`src/rtl/ppi_pkg.sv`:
```
// Shared types and constants for the 8255-style PPI bus master.
// The INIT state exists only when PPI_MASTER_INIT_EN is defined.
package ppi_pkg;

  localparam int CNT_W = 4;

  localparam logic [1:0] ADDR_PA   = 2'b00;
  localparam logic [1:0] ADDR_PB   = 2'b01;
  localparam logic [1:0] ADDR_PC   = 2'b10;
  localparam logic [1:0] ADDR_CTRL = 2'b11;

  typedef enum logic [2:0] {
    ST_IDLE   = 3'd0,
    ST_SETUP  = 3'd1,
    ST_STROBE = 3'd2,
    ST_HOLD   = 3'd3,
    ST_DONE   = 3'd4
`ifdef PPI_MASTER_INIT_EN
    , ST_INIT = 3'd5
`endif
  } state_e;

  // Counter value loaded on entry to a state; the state lasts reload+1 cycles.
  function automatic logic [CNT_W-1:0] phase_reload(input state_e st,
                                                    input int unsigned setup_cyc,
                                                    input int unsigned strobe_cyc,
                                                    input int unsigned hold_cyc);
    logic [CNT_W-1:0] val;
    case (st)
      ST_SETUP:  val = CNT_W'(setup_cyc - 32'd1);
      ST_STROBE: val = CNT_W'(strobe_cyc - 32'd1);
      ST_HOLD:   val = CNT_W'(hold_cyc - 32'd1);
      default:   val = {CNT_W{1'b0}};
    endcase
    return val;
  endfunction

endpackage

```
`src/rtl/ppi_phase_timer.sv`:
```
// Loadable down-counter that times each bus phase; zero_o flags the last
// cycle of the current phase.
module ppi_phase_timer
  import ppi_pkg::*;
(
  input  logic             clk,
  input  logic             reset,
  input  logic             load_i,
  input  logic [CNT_W-1:0] load_val_i,
  output logic             zero_o
);

  logic [CNT_W-1:0] cnt_q, cnt_d;

  // next count: reload wins, otherwise count down and stick at zero
  always_comb begin
    cnt_d = cnt_q;
    if (load_i) begin
      cnt_d = load_val_i;
    end else if (cnt_q != {CNT_W{1'b0}}) begin
      cnt_d = cnt_q - {{(CNT_W-1){1'b0}}, 1'b1};
    end else begin
      cnt_d = cnt_q;
    end
  end

  // count register
  always_ff @(posedge clk or posedge reset) begin
    if (reset) begin
      cnt_q <= {CNT_W{1'b0}};
    end else begin
      cnt_q <= cnt_d;
    end
  end

  assign zero_o = (cnt_q == {CNT_W{1'b0}});

endmodule

```
`src/rtl/ppi_bus_master.sv`:
```
// Host-to-PPI bus master generating nCS/nRD/nWR cycles with programmable
// setup/strobe/hold. Define PPI_MASTER_INIT_EN for a start-up control write.
module ppi_bus_master
  import ppi_pkg::*;
#(
  parameter int unsigned SETUP_CYC  = 1,
  parameter int unsigned STROBE_CYC = 2,
  parameter int unsigned HOLD_CYC   = 1,
  parameter logic [7:0]  INIT_CTRL  = 8'h80
) (
  input  logic       clk,
  input  logic       reset,
  input  logic       req,
  input  logic       we,
  input  logic [1:0] addr,
  input  logic [7:0] wdata,
  output logic       ready,
  output logic       done,
  output logic [7:0] rdata,
  output logic       nCS,
  output logic       nRD,
  output logic       nWR,
  output logic [1:0] A,
  output logic [7:0] Dout,
  output logic       DEn,
  input  logic [7:0] Din
);

  state_e           state_q, state_d;
  logic             we_q, we_d;
  logic [1:0]       addr_q, addr_d;
  logic [7:0]       wdata_q, wdata_d;
  logic [7:0]       rdata_q, rdata_d;
  logic             ncs_q, ncs_d;
  logic             nrd_q, nrd_d;
  logic             nwr_q, nwr_d;
  logic [1:0]       a_q, a_d;
  logic [7:0]       dout_q, dout_d;
  logic             den_q, den_d;
  logic             done_q, done_d;
  logic             ready_q, ready_d;
  logic             active_s;
  logic             zero_s;
  logic             load_s;
  logic [CNT_W-1:0] load_val_s;

`ifdef PPI_MASTER_INIT_EN
  logic init_pending_q, init_pending_d;
  localparam state_e RESET_STATE = ST_INIT;
`else
  localparam state_e RESET_STATE = ST_IDLE;
`endif

  ppi_phase_timer u_timer (
    .clk        (clk),
    .reset      (reset),
    .load_i     (load_s),
    .load_val_i (load_val_s),
    .zero_o     (zero_s)
  );

  // state register
  always_ff @(posedge clk or posedge reset) begin
    if (reset) begin
      state_q <= RESET_STATE;
    end else begin
      state_q <= state_d;
    end
  end

  // next state, request latch and the bus values for the state being entered
  always_comb begin
    state_d = state_q;
    we_d    = we_q;
    addr_d  = addr_q;
    wdata_d = wdata_q;
    rdata_d = rdata_q;
`ifdef PPI_MASTER_INIT_EN
    init_pending_d = init_pending_q;
`endif
    case (state_q)
      ST_IDLE: begin
        if (req && ready_q) begin
          state_d = ST_SETUP;
          we_d    = we;
          addr_d  = addr;
          wdata_d = wdata;
        end else begin
          state_d = ST_IDLE;
        end
      end
      ST_SETUP: begin
        if (zero_s) begin
          state_d = ST_STROBE;
        end else begin
          state_d = ST_SETUP;
        end
      end
      ST_STROBE: begin
        if (zero_s) begin
          state_d = ST_HOLD;
          if (!we_q) begin
            rdata_d = Din;
          end else begin
            rdata_d = rdata_q;
          end
        end else begin
          state_d = ST_STROBE;
        end
      end
      ST_HOLD: begin
        if (zero_s) begin
`ifdef PPI_MASTER_INIT_EN
          // the start-up write is internal: no done pulse for it
          if (init_pending_q) begin
            state_d        = ST_IDLE;
            init_pending_d = 1'b0;
          end else begin
            state_d = ST_DONE;
          end
`else
          state_d = ST_DONE;
`endif
        end else begin
          state_d = ST_HOLD;
        end
      end
      ST_DONE: begin
        state_d = ST_IDLE;
      end
`ifdef PPI_MASTER_INIT_EN
      ST_INIT: begin
        state_d = ST_SETUP;
        we_d    = 1'b1;
        addr_d  = ADDR_CTRL;
        wdata_d = INIT_CTRL;
      end
`endif
      default: begin
        state_d = ST_IDLE;
      end
    endcase

    // outputs are registered from the next state so they track state_q exactly
    active_s   = (state_d == ST_SETUP) || (state_d == ST_STROBE) || (state_d == ST_HOLD);
    ncs_d      = !active_s;
    nrd_d      = !((state_d == ST_STROBE) && !we_d);
    nwr_d      = !((state_d == ST_STROBE) && we_d);
    a_d        = active_s ? addr_d : 2'b00;
    dout_d     = active_s ? wdata_d : 8'h00;
    den_d      = active_s && we_d;
    done_d     = (state_d == ST_DONE);
    ready_d    = (state_d == ST_IDLE);
    load_s     = (state_d != state_q);
    load_val_s = phase_reload(state_d, SETUP_CYC, STROBE_CYC, HOLD_CYC);
  end

  // request latch, read data and registered bus outputs
  always_ff @(posedge clk or posedge reset) begin
    if (reset) begin
      we_q    <= 1'b1;
      addr_q  <= ADDR_CTRL;
      wdata_q <= INIT_CTRL;
      rdata_q <= 8'h00;
      ncs_q   <= 1'b1;
      nrd_q   <= 1'b1;
      nwr_q   <= 1'b1;
      a_q     <= 2'b00;
      dout_q  <= 8'h00;
      den_q   <= 1'b0;
      done_q  <= 1'b0;
      ready_q <= 1'b0;
    end else begin
      we_q    <= we_d;
      addr_q  <= addr_d;
      wdata_q <= wdata_d;
      rdata_q <= rdata_d;
      ncs_q   <= ncs_d;
      nrd_q   <= nrd_d;
      nwr_q   <= nwr_d;
      a_q     <= a_d;
      dout_q  <= dout_d;
      den_q   <= den_d;
      done_q  <= done_d;
      ready_q <= ready_d;
    end
  end

`ifdef PPI_MASTER_INIT_EN
  // start-up write outstanding flag
  always_ff @(posedge clk or posedge reset) begin
    if (reset) begin
      init_pending_q <= 1'b1;
    end else begin
      init_pending_q <= init_pending_d;
    end
  end
`endif

  assign ready = ready_q;
  assign done  = done_q;
  assign rdata = rdata_q;
  assign nCS   = ncs_q;
  assign nRD   = nrd_q;
  assign nWR   = nwr_q;
  assign A     = a_q;
  assign Dout  = dout_q;
  assign DEn   = den_q;

endmodule
```
`config.mk`:
```
export PLATFORM = sky130hd
export DESIGN_NAME = ppi_bus_master
export DESIGN_NICKNAME = d
export VERILOG_FILES = /design/src/rtl/ppi_pkg.sv /design/src/rtl/ppi_phase_timer.sv /design/src/rtl/ppi_bus_master.sv
export SDC_FILE = /design/constraint.sdc
export NUM_CORES = 1
export LEC_CHECK = 0
export ABC_AREA = 1
export CORE_MARGIN = 3
export CORE_UTILIZATION = 50
export CTS_CLUSTER_SIZE = 10
export DETAILED_ROUTE_END_ITERATION = 10
export HOLD_SLACK_MARGIN = 0.15
export PLACE_DENSITY_LB_ADDON = 0.25
export RECOVER_POWER = 100
export SETUP_SLACK_MARGIN = 0.2
export SLEW_MARGIN = 20
export SYNTH_ARGS = -nofsm -noshare
export SYNTH_HDL_FRONTEND = slang
export SYNTH_SLANG_ARGS = --single-unit
```
`constraint.sdc`:
```
create_clock -name clk -period 3.75 [get_ports clk]
set_input_delay 0.9375 -clock clk [delete_from_list [all_inputs] [get_ports clk]]
set_output_delay 0.9375 -clock clk [all_outputs]
set_load 0.01 [all_outputs]
```
---- After elaboration in Yosys (flattened, before gate mapping) ----
Index checks and enable logic that the tools add are counted.
word-level totals
  register bits after elaboration ......... 42
  ROM bits ................................ 0
  bits of input ports ..................... 22
  bits in latches ......................... 0
  memories ................................ 0
  word-level logic and storage cells ...... 56
  output and inout port bits .............. 24
  memory bits (writable) .................. 0
cells by class
  magnitude comparators ................... 0
  add/sub/neg operators ................... 1
  eq/ne operators ......................... 8
  shift operators ......................... 0
  bitwise logic cells ..................... 1
  multiplexer cells ....................... 16
  reductions and logical operators ........ 16
  div/mod/pow operators ................... 0
  multiply operators ...................... 0
operator list
  kind                                              number
  two-way mux 8 bit                                 3
  == test 3 x 2 -> 1 bit, second input constant     4
  one-hot mux 3 bit (4 select lines)                1
  two-way mux 2 bit                                 4
  two-way mux 4 bit                                 2
  == test 3 x 1 -> 1 bit, second input constant     2
  zero test 3 bit                                   2
  two-way mux 1 bit                                 5
  logical AND 1 bit                                 4
  zero test 1 bit                                   4
  zero test 4 bit                                   1
  nonzero test 4 bit                                1
  subtractor 4 x 1 -> 4 bit, second input constant  1
  == test 3 bit, second input constant              1
  two-way mux 3 bit                                 1
  inequality test 3 bit                             1
  AND reduction 3 bit                               1
  logical OR 1 bit                                  2
  nonzero test 2 bit                                1
  NOT 1 bit                                         1

---- Longest topological paths before layout ----
Gate-level depths: netlist of run 1.
  depth in word-level cells ............... 7
  depth in mapped cells ................... 10
  depth with buffers taken out ............ 10

---- By module ----
Synthesis of run 1 repeated with hierarchy kept, for this count alone.
unflattened totals
  cells, all modules ...................... 196
  area total of the unflattened synthesis .. 1736.7 um^2
by module, submodules not included
  module           area each (um^2)  cells an instance  sequential area each (um^2)  instances
  ppi_bus_master   1477.7            158                959.7                        1
  ppi_phase_timer  259.0             38                 100.1                        1

---- Least setup slack after synthesis of run 1 ----
Ideal clock, no wire load.
  kind .................................... input port to flip-flop
  start ................................... in req
  end ..................................... reg dout_q[1], in the netlist Dout[1]
  buffers on the path ..................... 1
  setup slack ............................. 2.024 ns
  setup time .............................. 0.125 ns
  data arrival time ....................... 1.600 ns
  stages on the path ...................... 5
  data required time ...................... 3.625 ns
  path through ............................ nand3_2 -> clkbuf_1 -> or2_2 -> o21ai_0 -> nor2_1
on the way
  cells in the longest elaborated chain, start to end .. 7
  elaborated cells on any way between the ends .. 11
  those cells by class .................... 3 x eq/ne; 5 x mux; 3 x reduce/logical
ends and longest elaborated chain
  element                                                           line                   RTL
  start, declared                                                   ppi_bus_master.sv:13   input logic req,
  logical AND 1 bit (*)                                             ppi_bus_master.sv:83   if (req && ready_q) begin
  two-way mux 1 bit                                                 ppi_bus_master.sv:83
  one-hot mux 3 bit (4 select lines)                                ppi_bus_master.sv:81   case (state_q)
  == test 3 x 1 -> 1 bit or == test 3 x 2 -> 1 bit (tied branches)  ppi_bus_master.sv:145  active_s = (state_d == ST_SETUP) || (state_d == ST_STROBE) || (state_d == ST_HOLD);
  logical OR 1 bit (2 in series)                                    ppi_bus_master.sv:145
  two-way mux 8 bit (*)                                             ppi_bus_master.sv:150  dout_d = active_s ? wdata_d : 8'h00;
  net dout_d[1]                                                     ppi_bus_master.sv:38   logic [7:0] dout_q, dout_d;
  end signal, assigned                                              ppi_bus_master.sv:182  dout_q <= dout_d;
  end, declared                                                     ppi_bus_master.sv:38
Mark *: on every way through the listed nets, which the timed path passes. The rest lies on a longest branch.
A chain may end at the register's enable or synchronous reset.

---- Worst setup path in the final report of run 1 ----
  start ................................... in req
  end ..................................... reg den_q, in the netlist DEn
on the way
  cells in the longest elaborated chain, start to end .. 7
  elaborated cells on any way between the ends .. 11
  those cells by class .................... 3 x eq/ne; 4 x mux; 4 x reduce/logical
ends and longest elaborated chain
  element                                                           line                   RTL
  logical AND 1 bit (*)                                             ppi_bus_master.sv:83
  two-way mux 1 bit (*)                                             ppi_bus_master.sv:83
  one-hot mux 3 bit (4 select lines) (*)                            ppi_bus_master.sv:81
  net state_d[0]                                                    ppi_bus_master.sv:29   state_e state_q, state_d;
  == test 3 x 1 -> 1 bit or == test 3 x 2 -> 1 bit (tied branches)  ppi_bus_master.sv:145
  logical OR 1 bit                                                  ppi_bus_master.sv:145
  logical OR 1 bit (*)                                              ppi_bus_master.sv:145
  logical AND 1 bit (*)                                             ppi_bus_master.sv:151  den_d = active_s && we_d;
  net den_d                                                         ppi_bus_master.sv:39   logic den_q, den_d;
  end signal, assigned                                              ppi_bus_master.sv:183  den_q <= den_d;
  end, declared                                                     ppi_bus_master.sv:39
Marked as above.

==> results of run 1 <==
layer usage:
layer  global-route usage  vias to the layer above  routed length, um  part of all wire
li1                     -                      621                  -                 -
met1                0.216                      602               1440              0.43
met2                0.317                       37               1730              0.51
met3               0.0520                        3                195             0.058
met4               0.0554                        0                 24            0.0071
met5                    0                        -                  0                 0
power groups by stage:
| stage | registers (W) | clock network, W | logic [W] |
|---|---|---|---|
| 6_report | 0.000783 | 0.000296 | 0.000803 |
| 3_3_place_gp | 0.000792 | 0 | 0.000854 |
| 5_1_grt | 0.000812 | 0.000327 | 0.000901 |
| 2_1_floorplan | 0.000843 | 0 | 0.000489 |
| 3_5_place_dp | 0.000800 | 0 | 0.000895 |
| 4_1_cts | 0.000792 | 0.000307 | 0.000898 |
critical path, cell delays in order:
cell and delay [ps]:
dlygate4sd3_1 550, nand3_1 360, nand3_1 190, nor2_1 700, nor2_1 130
worst paths after layout:
check / from / endpoint / slack [ps] / depth (start not counted)
worst max-delay path: req / DEn$_DFF_PP0_ / 1070 / 5
worst min-delay path: rdata[3]$_DFFE_PP0P_ / rdata[3]$_DFFE_PP0P_ / 490 / 2
worst max register to register: u_timer.cnt_q[0]$_DFFE_PP0P_ / DEn$_DFF_PP0_ / 1540 / 7
worst min register to register: rdata[3]$_DFFE_PP0P_ / rdata[3]$_DFFE_PP0P_ / 490 / 2
max in group asynchronous: reset / state_q[0]$_DFF_PP0_ / 1100 / 3
min in group asynchronous: reset / rdata[0]$_DFFE_PP0P_ / 1170 / 2
logic make-up after synthesis:
kind of cell,after synthesis,share of synthesized area
XOR/XNOR,1,0.00505
flip-flops,42,0.611
AND/OR/NAND/NOR,70,0.199
AO/OA/AOI/OAI,24,0.0894
buffers and inverters,35,0.0887
adder cells (fa/ha/maj),1,0.00721
area by class of cell:
cell class | instances | area (um2) | share of cell area
Timing Repair Buffer | 46 | 454 | 0.202
Clock inverter | 1 | 30.0 | 0.0134
Clock buffer | 7 | 55.1 | 0.0245
Inverter | 30 | 113 | 0.0501
Tap cell | 44 | 55.1 | 0.0245
Sequential cell | 42 | 1060 | 0.472
Multi-Input combinational cell | 96 | 480 | 0.214
stage by stage:
stage,utilization,total power [W]
4_1_cts,0.721,0.00200
3_5_place_dp,0.694,0.00169
3_3_place_gp,0.694,0.00165
6_report,0.707,0.00188
5_1_grt,0.707,0.00204
2_1_floorplan,-,0.00133
state kept, by name (all words and copies together), names as in the netlist:
signal and count:
Dout 8, DEn 1, done 1, wdata_q 8, addr_q 2, nCS 1
we_q 1, rdata 8, state_q 3, ready 1, nRD 1, nWR 1
A 2, u_timer.cnt_q 4
cells in the final DEF (no fill, tap or decap), types with 2 or more instances in the layout:
cell,instances
inv_1,29
clkbuf_1,2
nand3_1,8
dfstp_2,7
or2_2,7
clkbuf_4,5
nor2_1,18
dfrtp_1,35
dlygate4sd3_1,26
or2_0,7
clkdlybuf4s50_1,19
o21ai_0,20
nand2_1,21
nor2_2,5
==> metrics.txt, run 1 <==
status complete, no violations; slew at the pin with the worst max-slew slack approximately 1100 ps; Final Net Count roughly 240; combinational group share of total power 0.427; Syn Std Cell Area around 1700 um2; period utilisation layout 0.715; Post-DP Area about 2200 um2; routed wire length 3390 um; Die Span X around 65 um; first drt pass iteration count 4; number of buffers created by CTS 5; most common cell in the netlist dfrtp_1; drt first-iter violations 46; Antenna Cells 0; total gr overflow 0; DRC 0; CP startpoint kind primary input; post_cts resized 0; Final min period about 2700 ps; Psw between 0.0006 and 0.0007 W; DP HPWL 2540 um; setup_tns 0 ps; slew margin rel. 0.247; crit path max fanout 14; gr usage total 0.182; global-route wire length before repair approximately 5900 um; Synth async-reset ratio 1.00; CP required 3940 ps; clock root buffer clkbuf_4; RSZ-0062 raised after global routing false; routed vias approximately 1300; Post-Synthesis Cells around 170; synth top area cells dfrtp_1, dfstp_2, inv_1; # Max-Cap Violations 0; Slew Limit Fails 0; Fmax between 300 and 400 MHz; Buffers on Ports between 40 and 50; initial antenna violation count 0; fin worst setup slack approximately 1100 ps; WL per Instance between 10 and 15 um; CTS tree done; sequential power share 0.416; P_int 0.00120 W; Seq/Total Area, Yosys 0.611; Starting Density 0.546; critical path class in -> reg; non-filler cells, final between 200 and 300; # setup viols final 0; GPL Wtd Cong 0.892; Post-CTS Setup Bufs 0; post-route cell area about 2200 um2; Skew-Pair Late Insertion Delay 340 ps; LEAKAGE 1.07 nW; layout cells sized above 1 0.135; H-tree depth 2; Clock Path Buffers 2; Synth Flop Type dfrtp_1; Placeable Area 3180 um2; # clock sinks between 40 and 50; I/O pin cnt 46; clock-pin slew on the worst setup and hold paths ~120 ps; Yosys top cell area share 0.505; DRT antenna net count 0; largest net degree at the start of global routing 23; worst-case clock skew between 7 and 8 ps; Chip Height 64.9 um; CP arrival 2870 ps; Inst Count DP ~260; post-DR vias/cell 4.75; CP Capture Type flip-flop; FP Rows 20; number of synthesized register bits 42; PD cells 838 nW/um2; Post-synth EDFFs 0; Setup WS pre-CTS ~1200 ps; post-synth top area cell dfrtp_1; Post-Syn Nets about 200; Min Hold Slack 491 ps; switching power share of the total 0.363; synth unique cells 26; final hold viol count 0; Yosys warnings 0; area grow syn2layout 29.5%; clock network power share 0.157; Fillers 256; Hold Crit Class reg -> reg; Mapped Avg Cell Area 10.0 um2; vias in the first global route roughly 1300; cts-stage hold buffer count 0; Synth top cells by count dfrtp_1, inv_1, nand2_1, nor2_1, o21ai_0; die area between 4000 and 5000 um2; VDD IR-drop max about 0.00056 V
Power figures use the tool's default switching activity.
==> run 2, diff against run 1 <==
--- a/config.mk
+++ b/config.mk
@@ -7,7 +7,7 @@
 export LEC_CHECK = 0
 export ABC_AREA = 1
 export CORE_MARGIN = 3
-export CORE_UTILIZATION = 50
+export CORE_UTILIZATION = 47
 export CTS_CLUSTER_SIZE = 10
 export DETAILED_ROUTE_END_ITERATION = 10
 export HOLD_SLACK_MARGIN = 0.15
==> constraint.sdc (replaced) <==
create_clock -name clk -period 2.6 [get_ports clk]
set_input_delay 0.65 -clock clk [delete_from_list [all_inputs] [get_ports clk]]
set_output_delay 0.65 -clock clk [all_outputs]
set_load 0.01 [all_outputs]
==> run 2 against run 1 <==
Net effect:
- non-clock buffer count stayed put
- clock skew is 1.3 ps lower
- sequential share of layout area about the same
- power is 42% higher
- cell area about the same
- via count decreased by 1.3%
- clock-buffer cell count increased by 1
- critical path depth decreased by 4
- routed wire length decreased by 3.2%
- sequential power grew 46%
- critical path type is now reg -> out
- highest routed layer unchanged
==> metrics.txt, run 2 (synthesis results as in run 1) <==
Psw 0.000974 W (+43%); VDD IR-drop max 0.000667 V (+19%); critical path class reg -> out; cells along the critical path dlygate4sd3_1; routed wire length 3280 um (-3.2%); slowest stage delay, CP 600 ps (-100 ps); delay-heaviest family, CP buffers and inverters; slew margin rel. 0.350 (+0.103); P_int 0.00170 W (+41%); Hold Crit Start rdata[0]$_DFFE_PP0P_; Worst R2R Start u_timer.cnt_q[0]$_DFFE_PP0P_; Slew Limit Fails 0 (unchanged); setup_tns 0 ps (unchanged); non-filler cells, final 268 (+0.75%); global-route wire length before repair 5450 um (-7.3%); Clock Path Buffers 2 (unchanged); GPL Wtd Cong 0.816 (-8.5%); Fmax between 400 and 500 MHz; die area 4460 um2 (+5.8%); most frequent cells in the layout dfrtp_1, inv_1, dlygate4sd3_1; routed vias 1246 (-1.3%); Chip Height 66.8 um (+2.8%); Hold Path Sink rdata[0]$_DFFE_PP0P_; H-tree depth 2 (unchanged); crit path max fanout 1 (-13); Post-CTS Setup Bufs 0 (unchanged); WL per Instance 12.2 um (-3.9%); post-DR vias/cell 4.65 (-2.1%); r2r endpoint Dout[1]$_DFF_PP0_; R2R cell count 7 (unchanged); sequential power share 0.426 (+0.010); # Max-Cap Violations 0 (unchanged); Inst Count DP 260 (+0.78%); switching power share of the total 0.365 (+0.00228); Skew-Pair Late Insertion Delay 280 ps (-60 ps); FP Rows 21 (+5.0%); Die Span X 66.8 um (+2.8%); layout cells sized above 1 0.135 (unchanged); Starting Density 0.504 (-0.0419); initial antenna violation count 0 (unchanged); slew at the pin with the worst max-slew slack 975 ps (-155 ps); largest net degree at the start of global routing 43 (+87%); CP startpoint kind flip-flop; first drt pass iteration count 4 (unchanged); vias in the first global route 1218 (-8.8%); Antenna Cells 0 (unchanged); worst hold path depth 2 (unchanged); final hold viol count 0 (unchanged); Buffers on Ports 45 (unchanged); cts-stage hold buffer count 0 (unchanged); CP arrival 1400 ps (-1470 ps); CP Depth 1 (-4); clock root buffer clkbuf_8; Placeable Area 3440 um2 (+8.3%); CTS tree done; DP HPWL 2460 um (-3.2%); critical path's slowest cell dlygate4sd3_1; drt first-iter violations 60 (+30%); clock network power share 0.144 (-0.013); # clock sinks 42 (unchanged); DRC 0 (unchanged); DRT antenna net count 0 (unchanged); PD cells 1190 nW/um2 (+42%); Hold Crit Class reg -> reg; Final Net Count 244 (unchanged); area grow syn2layout 29.6% (about the same); clock-pin slew on the worst setup and hold paths 70 ps (-50 ps); combinational group share of total power 0.430 (+0.003); WP buf/inv 1 (unchanged); most common cell after layout, fill and taps aside dfrtp_1; total gr overflow 0 (unchanged); LEAKAGE 1.07 nW (-0.30%); status complete, no violations; CP required 1950 ps (-1990 ps); RSZ-0062 raised after global routing false; worst-case clock skew 6.35 ps (-1.28 ps); gr usage total 0.164 (-0.0175); I/O pin cnt 46 (unchanged); post_cts resized 0 (unchanged); flop-to-flop setup slack 690 ps (-850 ps); Final min period approximately 2100 ps; number of buffers created by CTS 5 (unchanged); CP Capture Type output pin; period utilisation layout 0.790; # setup viols final 0 (unchanged)
[run 2: changes by cell type in the layout (fill, tap and decap cells not counted)]
cell	before	now
bufinv_16	1	0
clkbuf_4	5	0
clkbuf_2	0	1
clkbuf_1	2	3
nor2_2	5	6
dlygate4sd3_1	26	25
clkdlybuf4s50_1	19	20
nor2_1	18	17
clkbuf_8	1	5
[run 2: per-stage QoR]
step	total power [W]	area [um2]	hold slack [ps]	utilization	setup WS [ps]
floorplan	0.00192	1740	477	-	987
finish	0.00267	2250	485	0.653	546
global placement	0.00238	2210	462	0.642	491
CTS	0.00284	2290	493	0.665	602
detailed placement	0.00244	2210	474	0.642	434
global route	0.00292	2250	507	0.653	395
[run 2: power groups by stage]
stage	clock network [W]	logic, W	registers (W)
final	0.000386	0.00115	0.00114
after floorplan	0	0.000706	0.00122
after CTS	0.000399	0.00129	0.00115
after detailed placement	0	0.00129	0.00116
after global placement	0	0.00124	0.00114
after global routing	0.000428	0.00132	0.00117
[run 2: worst register-to-register path, stage by stage, from the launching register on]
cell and delay, ps:
dfrtp_1 400, inv_1 80, ha_1 180, nand2_1 200, o21ai_0 240, nand3_1 140
nor2_2 440, nor2_1 90
[run 2: final cells by class]
cell class              instances  area [um2]
fillers                       275        1190
flip-flops and latches         42        1060
multi-input cells              96         483
inverters                      30         113
clock buffers                   8        80.1
repair buffers                 46         455
well taps                      46        57.6
[run 2: worst max path at each step]
stage / start / endpoint / slack (ps)
after global routing: req / Dout[2]$_DFF_PP0_ / 400
after global placement: req / DEn$_DFF_PP0_ / 490
final: nWR$_DFF_PP1_ / nWR / 550
after floorplan: reset / A[0]$_DFF_PP0_ / 990
after CTS: nWR$_DFF_PP1_ / nWR / 600
after detailed placement: req / Dout[1]$_DFF_PP0_ / 430
[run 2: metal layers]
layer | wire length, um | global-route usage
met1 | 1340 | 0.197
met2 | 1720 | 0.281
met3 | 191 | 0.0422
met4 | 30 | 0.0609
met5 | 0 | 0
